## config.mk

```make
export PLATFORM = sky130hd
export DESIGN_NAME = gcd_handshake_engine
export DESIGN_NICKNAME = d
export VERILOG_FILES = /design/src/rtl/gcd_pkg.sv /design/src/rtl/gcd_step.sv /design/src/rtl/gcd_handshake_engine.sv
export SDC_FILE = /design/constraint.sdc
export NUM_CORES = 1
export LEC_CHECK = 0
export ABC_AREA = 1
export CORE_ASPECT_RATIO = 1.2
export CORE_MARGIN = 3
export CORE_UTILIZATION = 50
export CTS_BUF_LIST = sky130_fd_sc_hd__clkbuf_16
export CTS_CLUSTER_DIAMETER = 30
export CTS_CLUSTER_SIZE = 8
export DETAILED_ROUTE_END_ITERATION = 10
export PLACE_DENSITY_LB_ADDON = 0.1
export RECOVER_POWER = 50
export SKIP_LAST_GASP = 1
export SLEW_MARGIN = 40
export SYNTH_ARGS = -nofsm -noshare
export SYNTH_HDL_FRONTEND = slang
export SYNTH_SLANG_ARGS = --single-unit
export TNS_END_PERCENT = 30
```

## constraint.sdc

```tcl
create_clock -name clk -period 2.16 [get_ports clk]
set_input_delay 0.432 -clock clk [delete_from_list [all_inputs] [get_ports clk]]
set_output_delay 0.432 -clock clk [all_outputs]
set_load 0.005 [all_outputs]
```

## src/rtl/gcd_pkg.sv

```systemverilog
// Shared types and defaults for the GCD handshake engine.
package gcd_pkg;

  localparam int unsigned GCD_WIDTH_DEF = 8;

  typedef enum logic [1:0] {
    IDLE = 2'd0,
    CALC = 2'd1,
    LCM  = 2'd2,
    DONE = 2'd3
  } gcd_state_e;

endpackage

```

## src/rtl/gcd_step.sv

```systemverilog
// One compare/subtract step of the subtractive GCD algorithm (pure combinational).
module gcd_step
  import gcd_pkg::*;
#(
  parameter int WIDTH = GCD_WIDTH_DEF
) (
  input  logic [WIDTH-1:0] a,
  input  logic [WIDTH-1:0] b,
  output logic             done,
  output logic [WIDTH-1:0] result,
  output logic [WIDTH-1:0] a_next,
  output logic [WIDTH-1:0] b_next
);

  // Priority-ordered step: zero operands and equality terminate, otherwise subtract the smaller.
  always_comb begin
    done   = 1'b0;
    result = '0;
    a_next = a;
    b_next = b;
    if (a == '0) begin
      done   = 1'b1;
      result = b;
    end else if (b == '0) begin
      done   = 1'b1;
      result = a;
    end else if (a == b) begin
      done   = 1'b1;
      result = a;
    end else if (a > b) begin
      a_next = a - b;
    end else begin
      b_next = b - a;
    end
  end

endmodule

```

## src/rtl/gcd_handshake_engine.sv

```systemverilog
// GCD engine with valid/ready handshakes on input and output.
// Optional LCM computation is enabled by defining macro GCD_LCM_EN.
//
// state | meaning
// IDLE  | in_ready=1, waiting for an operand pair
// CALC  | one subtractive GCD step per cycle
// LCM   | repeated-addition LCM: acc += y_orig for each g in x_orig (GCD_LCM_EN only)
// DONE  | out_valid=1, holding results until out_ready
module gcd_handshake_engine
  import gcd_pkg::*;
#(
  parameter int WIDTH = GCD_WIDTH_DEF
) (
  input  logic               clk,
  input  logic               rst_n,
  input  logic               in_valid,
  output logic               in_ready,
  input  logic [WIDTH-1:0]   in_x,
  input  logic [WIDTH-1:0]   in_y,
  output logic               out_valid,
  input  logic               out_ready,
`ifdef GCD_LCM_EN
  output logic [2*WIDTH-1:0] out_lcm,
`endif
  output logic [WIDTH-1:0]   out_gcd
);

  gcd_state_e       state_q, state_d;
  logic [WIDTH-1:0] a_q, a_d;
  logic [WIDTH-1:0] b_q, b_d;
  logic [WIDTH-1:0] out_gcd_q, out_gcd_d;

  logic             step_done;
  logic [WIDTH-1:0] step_result;
  logic [WIDTH-1:0] step_a_next;
  logic [WIDTH-1:0] step_b_next;

`ifdef GCD_LCM_EN
  logic [WIDTH-1:0]   x_orig_q, x_orig_d;
  logic [WIDTH-1:0]   y_orig_q, y_orig_d;
  logic [WIDTH-1:0]   r_q, r_d;
  logic [2*WIDTH-1:0] acc_q, acc_d;
  logic [2*WIDTH-1:0] out_lcm_q, out_lcm_d;
`endif

  gcd_step #(.WIDTH(WIDTH)) u_step (
    .a      (a_q),
    .b      (b_q),
    .done   (step_done),
    .result (step_result),
    .a_next (step_a_next),
    .b_next (step_b_next)
  );

  // Next-state and datapath update; everything holds by default.
  always_comb begin
    state_d   = state_q;
    a_d       = a_q;
    b_d       = b_q;
    out_gcd_d = out_gcd_q;
`ifdef GCD_LCM_EN
    x_orig_d  = x_orig_q;
    y_orig_d  = y_orig_q;
    r_d       = r_q;
    acc_d     = acc_q;
    out_lcm_d = out_lcm_q;
`endif
    case (state_q)
      IDLE: begin
        if (in_valid) begin
          a_d     = in_x;
          b_d     = in_y;
`ifdef GCD_LCM_EN
          x_orig_d = in_x;
          y_orig_d = in_y;
`endif
          state_d = CALC;
        end
      end
      CALC: begin
        if (step_done) begin
          out_gcd_d = step_result;
`ifdef GCD_LCM_EN
          // gcd 0 only arises from (0,0); LCM is defined as 0 and the divide loop is skipped.
          if (step_result == '0) begin
            out_lcm_d = '0;
            state_d   = DONE;
          end else begin
            r_d     = x_orig_q;
            acc_d   = '0;
            state_d = LCM;
          end
`else
          state_d = DONE;
`endif
        end else begin
          a_d = step_a_next;
          b_d = step_b_next;
        end
      end
`ifdef GCD_LCM_EN
      LCM: begin
        if (r_q >= out_gcd_q) begin
          r_d   = r_q - out_gcd_q;
          acc_d = acc_q + {{WIDTH{1'b0}}, y_orig_q};
        end else begin
          out_lcm_d = acc_q;
          state_d   = DONE;
        end
      end
`endif
      DONE: begin
        if (out_ready) state_d = IDLE;
      end
      default: state_d = IDLE;
    endcase
  end

  // State and datapath registers with asynchronous clear.
  always_ff @(posedge clk or negedge rst_n) begin
    if (!rst_n) begin
      state_q   <= IDLE;
      a_q       <= '0;
      b_q       <= '0;
      out_gcd_q <= '0;
`ifdef GCD_LCM_EN
      x_orig_q  <= '0;
      y_orig_q  <= '0;
      r_q       <= '0;
      acc_q     <= '0;
      out_lcm_q <= '0;
`endif
    end else begin
      state_q   <= state_d;
      a_q       <= a_d;
      b_q       <= b_d;
      out_gcd_q <= out_gcd_d;
`ifdef GCD_LCM_EN
      x_orig_q  <= x_orig_d;
      y_orig_q  <= y_orig_d;
      r_q       <= r_d;
      acc_q     <= acc_d;
      out_lcm_q <= out_lcm_d;
`endif
    end
  end

  assign in_ready  = (state_q == IDLE);
  assign out_valid = (state_q == DONE);
  assign out_gcd   = out_gcd_q;
`ifdef GCD_LCM_EN
  assign out_lcm   = out_lcm_q;
`endif

endmodule

```

==> flow_metrics.env <==
export IMPL_status="completed"
export IMPL_grt_pass1_vias=1959
export IMPL_relSlewSlack_pct=9.04
export IMPL_synth_area_leader_cell="dfrtp_1"
export IMPL_holdWs_ns=0.482
export IMPL_post_route_drc_count=0
export IMPL_core_area_um2=4100
export IMPL_dp_hpwl_um=4270
export IMPL_grt_max_degree=27
export IMPL_rsz0062_at_grt="true"
export IMPL_track_usage_pct=22.4
export IMPL_finalHoldViolCount=0
export IMPL_cpLargestDelayFamily="adder cells"
export IMPL_clock_skew_ns=0.00936
export IMPL_rows=25
export IMPL_ant_nets=0
export IMPL_syn_num_nets=358
export IMPL_die_area_um2=5240
export IMPL_ys_types=32
export IMPL_cts_buffers=3
export IMPL_synth_top_area_share_pct=29.5
export IMPL_grt_ovfl_total=0
export IMPL_min_period_ns=2.05
export IMPL_path_class="reg2reg"
export IMPL_htreeDepth=1
export IMPL_end_kind="register"
export IMPL_clkSlewWorstSetupHoldPaths_ns=0.07
export IMPL_diodes=0
export IMPL_clock_tree_buffer_depth=2
export IMPL_first_iter_violations=121
export IMPL_postSynthAreaPerCell_um2=6.86
export IMPL_cts_sinks=26
export IMPL_r2r_slack_ns=0.11
export IMPL_io_pins=30
export IMPL_crit_buf_inv=1
export IMPL_cp_slowest_stage_delay_ns=0.42
export IMPL_synth_top_cells_by_area="dfrtp_1 30%, nand2_1 21%, ha_1 8.5%, inv_1 8.2%, nand3_1 4.1%"
export IMPL_cpMaxStageDelayCell="dfrtp_1"
export IMPL_netlist_instances=321
export IMPL_clock_fmax_ghz=0.487
export IMPL_port_buffers=29
export IMPL_drv_cap=0
export IMPL_wl_per_cell_um=12.6
export IMPL_dp_slack_ns=0.141
export IMPL_cpMostUsedCell="nand2_1"
export IMPL_hold_class="reg2reg"
export IMPL_worstMarginPinSlew_ns=1.36
export IMPL_drv_slew=0
export IMPL_crit_required_ns=2.31
export IMPL_drive_above_1_share_pct=13.5
export IMPL_utilization_pct=65.5
export IMPL_clk_latency_ns=0.27
export IMPL_cp_arrival_ns=2.21
export IMPL_die_x_um=66.6
export IMPL_syn2layout_area_growth_pct=21.7
export IMPL_nets=401
export IMPL_grt_pass1_wl_um=8980
export IMPL_period_share_pct=95.0
export IMPL_ys_seq_area_share_pct=29.5
export IMPL_place_congestion=0.895
export IMPL_ys_ff_latch=26
export IMPL_cts_root_buf="clkbuf_16"
export IMPL_antenna_found_initial=0
export IMPL_vias_per_cell=4.85
export IMPL_start_util_pct=53.8
export IMPL_setup_slack_ns=0.108
export IMPL_crit_chain="ha_1, fa_1, o21ai_2, nand3_1, nand2_1, nand2_1, nand2_1, nand2_2, buf_4, nand2_1, nand2_1"
export IMPL_cts_tree="built"
export IMPL_setup_viol=0
export IMPL_final_setup_tns_ns=0
export IMPL_first_pass_iters=4
export IMPL_yosysWarningCount=0
export IMPL_postCtsSetupBuffers=0
export IMPL_via_count=2024
export IMPL_syn_area_um2=2200
export IMPL_die_h_um=78.7
export IMPL_path_max_fanout=7
export IMPL_drt_total_wl_um=5260
export IMPL_ctsHoldBuffers=0
export IMPL_start_kind="register"
export IMPL_post_cts_resized=0
[path summary, 6_finish.rpt]
| check | start | to | depth (start not counted) |
|---|---|---|---|
| min in group asynchronous | rst_n | b_q[1]$_DFFE_PN0P_ | 2 |
| max in group asynchronous | rst_n | out_gcd[5]$_DFFE_PN0P_ | 2 |
| worst max-delay path | b_q[0]$_DFFE_PN0P_ | a_q[7]$_DFFE_PN0P_ | 11 |
| worst min register to register | out_gcd[3]$_DFFE_PN0P_ | out_gcd[3]$_DFFE_PN0P_ | 2 |
| worst max register to register | b_q[0]$_DFFE_PN0P_ | a_q[7]$_DFFE_PN0P_ | 11 |
| worst min-delay path | out_gcd[3]$_DFFE_PN0P_ | out_gcd[3]$_DFFE_PN0P_ | 2 |
[synthesized netlist by cell type]
library cell and n:
clkbuf_1 1, mux2i_1 2, nor2_1 19, fa_1 2, ha_1 15, buf_2 1, nand4_1 5, buf_6 4
a22oi_1 2, xnor2_1 2, or2_1 1, inv_2 1, nand2_4 1, inv_4 1, nand3_1 18, buf_4 1
inv_1 48, nor2_8 1, o21ai_4 1, a21oi_2 5, buf_12 1, o21ai_0 5, nand2_2 7, dfrtp_1 26
or2_2 2, nor2_4 1, a21oi_1 11, nand2_1 122, nor3_1 1, o21ai_2 5, nor2_2 4, a31oi_1 5
[cell type report]
cell class	count	area, um^2
fill	398	1420
clock buffer	3	75.1
timing repair buffer	46	414
tap	54	67.6
clock inverter	1	3.75
inverter	50	190
sequential	26	651
multi-input combinational	237	1280
[through the flow]
stage	cell area (um^2)	cells
3_5_place_dp	2610	413
5_1_grt	2680	417
2_1_floorplan	2200	321
3_3_place_gp	2610	413
6_report	2680	417
4_1_cts	2690	417
[worst reg2reg max path, stage by stage (launching register included)]
cell	delay, ns
dfrtp_1	0.42
ha_1	0.23
fa_1	0.42
o21ai_2	0.18
nand3_1	0.11
nand2_1	0.07
nand2_1	0.04
nand2_1	0.07
nand2_2	0.12
buf_4	0.18
nand2_1	0.05
nand2_1	0.05
[flip-flops by register name, indices dropped and copies added (netlist names)]
name     flops
b_q          8
state_q      2
a_q          8
out_gcd      8
[cell usage in the layout, fill, tap and decap left out, types with 2 or more instances in the layout]
master / instances
inv_2: 2
ha_1: 15
a22oi_1: 2
nor2_1: 19
a21oi_1: 11
a21oi_2: 5
o21ai_0: 5
nand2_2: 7
dfrtp_1: 26
a31oi_1: 5
fa_1: 2
clkbuf_16: 3
nor2_2: 4
nand3_1: 18
nand4_1: 5
mux2i_1: 2
dlygate4sd3_1: 2
xnor2_1: 2
o21ai_2: 5
buf_4: 16
nand2_1: 122
inv_1: 47
clkdlybuf4s50_1: 27
or2_2: 2
[per-layer routing]
metal	part of all wire, %	global-route usage, %	wire, um
met1	46	30.4	2450
met2	48	37.2	2530
met3	3.6	1.56	189
met4	1.9	7.93	99
met5	0	0	0
[cells by family (layout without fill, tap and decap cells)]
kind of cell | count (synthesis) | in the layout | share of synthesized area, %
fa+ha+maj | 17 | 17 | 10.3
compound gates | 34 | 34 | 10.4
simple gates | 182 | 182 | 35.7
flops | 26 | 26 | 29.5
buf+inv | 58 | 100 | 12.3
xor+xnor | 2 | 2 | 0.795
mux | 2 | 2 | 0.909
Power is left out: the tool's default activity adds up to more than one toggle a clock period on the data nets, which glitch-free logic cannot reach.
